File: src/rtl/add_sub_pkg.sv
// Shared types and constants for the digit-serial add/sub unit.
package add_sub_pkg;

  typedef logic [1:0] state_t;

  localparam logic [1:0] ST_IDLE = 2'd0;
  localparam logic [1:0] ST_RUN  = 2'd1;
  localparam logic [1:0] ST_DONE = 2'd2;

  localparam logic MODE_ADD = 1'b0;
  localparam logic MODE_SUB = 1'b1;

  function automatic int calc_ndig(input int width, input int digit);
    return width / digit;
  endfunction

endpackage

File: src/rtl/add_sub_digit.sv
// Combinational DIGIT-bit add slice shared by every serial step.
module add_sub_digit
  import add_sub_pkg::*;
#(
  parameter int DIGIT = 4
) (
  input  logic [DIGIT-1:0] a,
  input  logic [DIGIT-1:0] b,
  input  logic             cin,
  output logic [DIGIT-1:0] sum,
  output logic             cout,
  output logic             cmsb
);

  logic [DIGIT:0] total;

  assign total = {1'b0, a} + {1'b0, b} + {{DIGIT{1'b0}}, cin};
  assign sum   = total[DIGIT-1:0];
  assign cout  = total[DIGIT];
  // Carry into the MSB recovered from the MSB sum bit: s = a ^ b ^ cin_msb.
  assign cmsb  = sum[DIGIT-1] ^ a[DIGIT-1] ^ b[DIGIT-1];

endmodule

File: src/rtl/serial_add_sub.sv
// Digit-serial two's-complement adder/subtracter, LSB digit first, start/done handshake.
module serial_add_sub
  import add_sub_pkg::*;
#(
  parameter int WIDTH = 16,
  parameter int DIGIT = 4
) (
  input  logic             clk,
  input  logic             reset,
  input  logic             start,
  input  logic [WIDTH-1:0] x,
  input  logic [WIDTH-1:0] y,
  input  logic             m,
  output logic             ready,
  output logic             busy,
  output logic             done,
  output logic [WIDTH-1:0] s,
  output logic             c,
  output logic             v,
  output logic             z
);

  localparam int NDIG  = calc_ndig(WIDTH, DIGIT);
  localparam int CNT_W = (NDIG > 1) ? $clog2(NDIG) : 1;
  localparam logic [CNT_W-1:0] LAST = CNT_W'(NDIG - 1);

  state_t           state_q, state_d;
  logic [CNT_W-1:0] cnt_q, cnt_d;
  logic [WIDTH-1:0] x_q, x_d, y_q, y_d, res_q, res_d, s_q, s_d;
  logic             carry_q, carry_d, c_q, c_d, v_q, v_d, z_q, z_d;

  logic [DIGIT-1:0] dig_sum;
  logic             dig_cout, dig_cmsb;

  add_sub_digit #(.DIGIT(DIGIT)) u_digit (
    .a    (x_q[DIGIT-1:0]),
    .b    (y_q[DIGIT-1:0]),
    .cin  (carry_q),
    .sum  (dig_sum),
    .cout (dig_cout),
    .cmsb (dig_cmsb)
  );

  always_comb begin
    // NOTE: every variable gets a default first so no path leaves it unassigned (no latch).
    state_d = state_q;
    cnt_d   = cnt_q;
    x_d     = x_q;
    y_d     = y_q;
    res_d   = res_q;
    carry_d = carry_q;
    s_d     = s_q;
    c_d     = c_q;
    v_d     = v_q;
    z_d     = z_q;

    case (state_q)
      ST_RUN: begin
        x_d     = x_q >> DIGIT;
        y_d     = y_q >> DIGIT;
        res_d   = (res_q >> DIGIT) | (WIDTH'(dig_sum) << (WIDTH - DIGIT));
        carry_d = dig_cout;
        cnt_d   = cnt_q + CNT_W'(1);
        if (cnt_q == LAST) begin
          state_d = ST_DONE;
          s_d     = res_d;
          c_d     = dig_cout;
          v_d     = dig_cmsb ^ dig_cout;
          z_d     = ~|res_d;
        end
      end
      default: state_d = ST_IDLE;
    endcase

    // Acceptance from IDLE or DONE (back-to-back); start during RUN is dropped.
    if (start && (state_q != ST_RUN)) begin
      x_d     = x;
      y_d     = (m == MODE_SUB) ? ~y : y;
      carry_d = (m == MODE_SUB);
      cnt_d   = '0;
      state_d = ST_RUN;
    end
  end

  // NOTE: sequential state uses non-blocking assignments so all registers update together.
  always_ff @(posedge clk or posedge reset) begin
    if (reset) begin
      state_q <= ST_IDLE;
      cnt_q   <= '0;
      x_q     <= '0;
      y_q     <= '0;
      res_q   <= '0;
      carry_q <= 1'b0;
      s_q     <= '0;
      c_q     <= 1'b0;
      v_q     <= 1'b0;
      z_q     <= 1'b0;
    end else begin
      state_q <= state_d;
      cnt_q   <= cnt_d;
      x_q     <= x_d;
      y_q     <= y_d;
      res_q   <= res_d;
      carry_q <= carry_d;
      s_q     <= s_d;
      c_q     <= c_d;
      v_q     <= v_d;
      z_q     <= z_d;
    end
  end

  assign ready = (state_q != ST_RUN);
  assign busy  = (state_q == ST_RUN);
  assign done  = (state_q == ST_DONE);
  assign s     = s_q;
  assign c     = c_q;
  assign v     = v_q;
  assign z     = z_q;

endmodule
File: config.mk
export PLATFORM = sky130hd
export DESIGN_NAME = serial_add_sub
export DESIGN_NICKNAME = d
export VERILOG_FILES = /design/src/rtl/add_sub_pkg.sv /design/src/rtl/add_sub_digit.sv /design/src/rtl/serial_add_sub.sv
export SDC_FILE = /design/constraint.sdc
export NUM_CORES = 1
export LEC_CHECK = 0
export CORE_MARGIN = 4
export CORE_UTILIZATION = 45
export CTS_CLUSTER_DIAMETER = 40
export CTS_CLUSTER_SIZE = 16
export DETAILED_ROUTE_END_ITERATION = 10
export PLACE_DENSITY_LB_ADDON = 0.15
export SYNTH_ARGS = -nofsm -noshare
export SYNTH_HDL_FRONTEND = slang
export SYNTH_SLANG_ARGS = --single-unit
File: constraint.sdc
create_clock -name clk -period 3.5 [get_ports clk]
set_input_delay 1.05 -clock clk [delete_from_list [all_inputs] [get_ports clk]]
set_output_delay 1.05 -clock clk [all_outputs]
set_load 0.03 [all_outputs]
; ---- Word level (Yosys, flattened, before mapping)
; Cells that the tools add are included.
; Widths: inputs -> output; s select.
[word_totals]
reg_bits = 72
inputBits = 36
word_cells = 40
[op_classes]
n_addsub = 3
eq_ne = 5
mux = 12
bitwise = 5
n_reduce_logical = 5
[ops]
columns = op, n
row1 = $mux 16, 5
row2 = $not 16->16, 1
row3 = $or 12x16->16, 1
row4 = $reduce_or 16->1, 1
row5 = $mux 2, 5
row6 = $add 4x4->5, 1
row7 = $add 5x1->5, 1
row8 = $eq 2x2->1 const B, 2
row9 = $ne 3x1->1 const B, 1
row10 = $xor 1x1->1, 3
row11 = $add 2x1->2 const B, 1
row12 = $eq 2x1->1 const B, 1
row13 = $mux 1, 2
row14 = $ne 2x1->1 const B, 1
row15 = $reduce_and 2->1, 1
row16 = $reduce_bool 2->1, 1
row17 = $logic_and 1x1->1, 1
row18 = $logic_not 1->1, 1

; ---- Depth between registers and ports, before layout
[depth]
depth_word = 5
ltp_mapped = 8

; ---- By module
; From an unflattened synthesis, not the netlist that was laid out.
[unflattened]
cells_unflattened = 263
hier_area_um2 = 3220.6
[modules_own_cells]
columns = module, instances, cells_per_inst, area_per_inst_um2, seq_area_each_um2
row1 = serial_add_sub, 1, 244, 3042.9, 1701.6
row2 = add_sub_digit, 1, 19, 177.7, 0.0

; ---- Least setup slack after synthesis
; Ideal clock, no wire load.
[synth_path]
path_kind = reg2out
startpoint = register state_q[1]
endpoint = output port busy
t_arrival_ns = 1.066
slack_ns = 1.384
path_stages_with_launch = 6
path_buffers = 3
cell_sequence = dfrtp_1 -> nand2b_1 -> buf_4 -> inv_2 -> buf_6 -> buf_2
[synth_via]
elab_chain_len = 1
[synth_lines]
columns = item, line_no
row1 = from (decl), serial_add_sub.sv:27  ; state_t state_q, state_d;
row2 = from (signal assigned), serial_add_sub.sv:99  ; state_q <= state_d;
row3 = $eq 2x1->1, serial_add_sub.sv:113  ; assign busy = (state_q == ST_RUN);
row4 = to (decl), serial_add_sub.sv:15  ; output logic busy,
; No other way between the ends.

; ---- Worst setup path after layout
; Same ends and word-level chain as after synthesis.

==> reports/metrics.cfg <==
[status]
run_status=complete, no violations

[die]
die_y_microns=92.0
fp-row-count=30
ios=58
coreArea_sq_mm=0.00683
initial_utilization_pct=46.5
dieArea_sq_mm=0.00846
die_w_microns=92.0

[logic_synthesis]
synth_commonest_cells=nand2_1 (74), dfrtp_1 (68), o21ai_0 (43), xnor2_1 (18), mux2i_1 (16)
synth_flop_cell=dfrtp_1
ys_warn_count=0
synth-seq-cells=68
yosysUniqueCellTypes=34
synth_top_cell_area_share_pct=53.6
yosys.area.top_type=dfrtp_1
syn_inst=303
synth_most_common_cell=nand2_1
ys_async_sr_fraction_pct=100
synth_edf_count=0
syn_nets=345
ys_seq_area_share_pct=53.6
syn-cell-area_sq_mm=0.00317
syn_area_per_cell_sq_um=10.5
synth_area_leaders=dfrtp_1 (54%), nand2_1 (8.8%), o21ai_0 (6.8%)

[min_path]
holdPathEnd=y_q[10]
whs_path_depth=2
hold_path_class=reg2reg
min_from=y_q[14]

[clock_network]
cts_tree=built
insertion_delay_ns=0.33
clockBufferDepth=2
numCtsBuffers=9
clock-sinks=68
cts_hold_buf=0
clk_pin_slew_ns=0.07
post_cts_buffers=0
cts_resized=0
cts_root_buf=clkbuf_8
cts-htree-levels=3

[grt]
grt_max_degree=74
grt_pass1_vias=2162
antenna_found_initial=0
track_usage_pct=14.8
grt_first_pass_wirelength_microns=10100
grt-ovfl-total=0

[cells_and_area]
stdcell_count=458
drive_gt1_share_pct=10.8
antennaDiodeCount=0
finalNetCount=400
final_area_sq_mm=0.00399
area_growth_pct=25.7

[detailed_routing]
via_count=2279
finalWirelength_microns=6040
dr.pass1.iters=4
viasPerCell=4.98
drt_iter0_drc=81
wire_per_inst_microns=13.2
drc=0
antenna_left=0

[sta]
rsz0062_at_grt=false
fmax_mhz=352
fin_setup_tns_ns=0
relSlewSlack_pct=41.8
fin_worst_skew_ns=0.00604
fin_crit_sh_pct=81.2
hold_viol=0
tightest_slew_ns=0.870
setup_viol=0
drv_slew=0
fin_crit_ns=2.84

[worst_setup_path]
reg2reg_depth=6
cp-start-kind=flop
r2r_end=v
endpoint_kind=output port
worstReg2RegStart=carry_q
r2r_slack_ns=1.28
cp_data_required_time_ns=2.45
crit_type=reg2out
cp_max_fo=16
arrival_ns=1.79

[placed_design]
globalplace.congestion=0.764
post_dp_cell_area_sq_mm=0.00381
port_buffers=57
dp_hpwl_microns=4130
placedCellCount=443

[power]
ir_drop_v=0.000301
leakagePower_nw=1.81
power_w=0.00350
powerDensity_mw_per_mm2=877

[flow_run]
cap_violations=0

kinds of logic (layout without fill, tap and decap cells):
kind of cell	after synthesis	count (layout)	share of synthesized area [%]
DFF	68	68	53.6
buffers and inverters	22	81	3.98
muxes	30	30	10.8
AOI/OAI and AO/OA	60	60	10.7
and+or+nand+nor	99	99	13.1
xor gates and xnor gates	18	18	4.97
adders and majority gates	6	6	2.84
where the power goes:
group	switching (W)	internal, W
Sequential	0.000227	0.00113
Combinational	0.000862	0.000668
Clock	0.000290	0.000323
metrics by stage:
step	hold WS [ns]	worst slack, ns	util [%]
2_1_floorplan	0.445	0.738	-
3_3_place_gp	0.455	0.796	55.7
3_5_place_dp	0.464	0.760	55.7
4_1_cts	0.484	0.640	58.4
5_1_grt	0.503	0.578	58.4
6_report	0.483	0.657	58.4
cell usage in the layout (no fill, tap or decap), drive strengths merged, types with 4 or more instances in the layout:
cell type,count
buf,7
ha,4
nand2,75
nor2,12
clkinv,4
mux2,14
mux2i,16
xnor2,18
clkdlybuf4s50,56
dfrtp,68
a211oi,7
o21ai,43
clkbuf,10
metal layers:
metal,global-route usage [%],wire [microns],vias up,part of all wire [%]
met5,0,0,-,0
met4,5.57,82,0,1.4
met3,2.71,240,10,4.0
met2,24.1,2910,51,48
met1,19.7,2810,1093,46
li1,-,-,1125,-
flip-flops by register name, indices dropped and copies added (netlist names):
signal / cells
z: 1
s: 16
res_q: 12
carry_q: 1
c: 1
x_q: 16
cnt_q: 2
y_q: 16
state_q: 2
v: 1
worst max-delay path by stage:
stage                     from  endpoint
CTS                 state_q[1]      busy
finish              state_q[1]      busy
detailed placement           m    y_q[0]
global placement             m   y_q[12]
floorplan                reset         c
global route        state_q[1]      busy
critical path: stages (launching register included):
cell             delay (ns)
dfrtp_1                0.37
nand2b_1               0.17
buf_4                  0.20
inv_2                  0.06
clkdlybuf4s50_1        0.66
cell type report:
class | instances | area (sq um)
flip-flops and latches | 68 | 1700
fillers | 608 | 2840
clock buffers | 10 | 128
well taps | 96 | 120
clock inverters | 5 | 53.8
inverters | 3 | 16.3
multi-input cells | 213 | 1350
repair buffers | 63 | 623
Note: power is estimated with default switching activity, not from simulation.
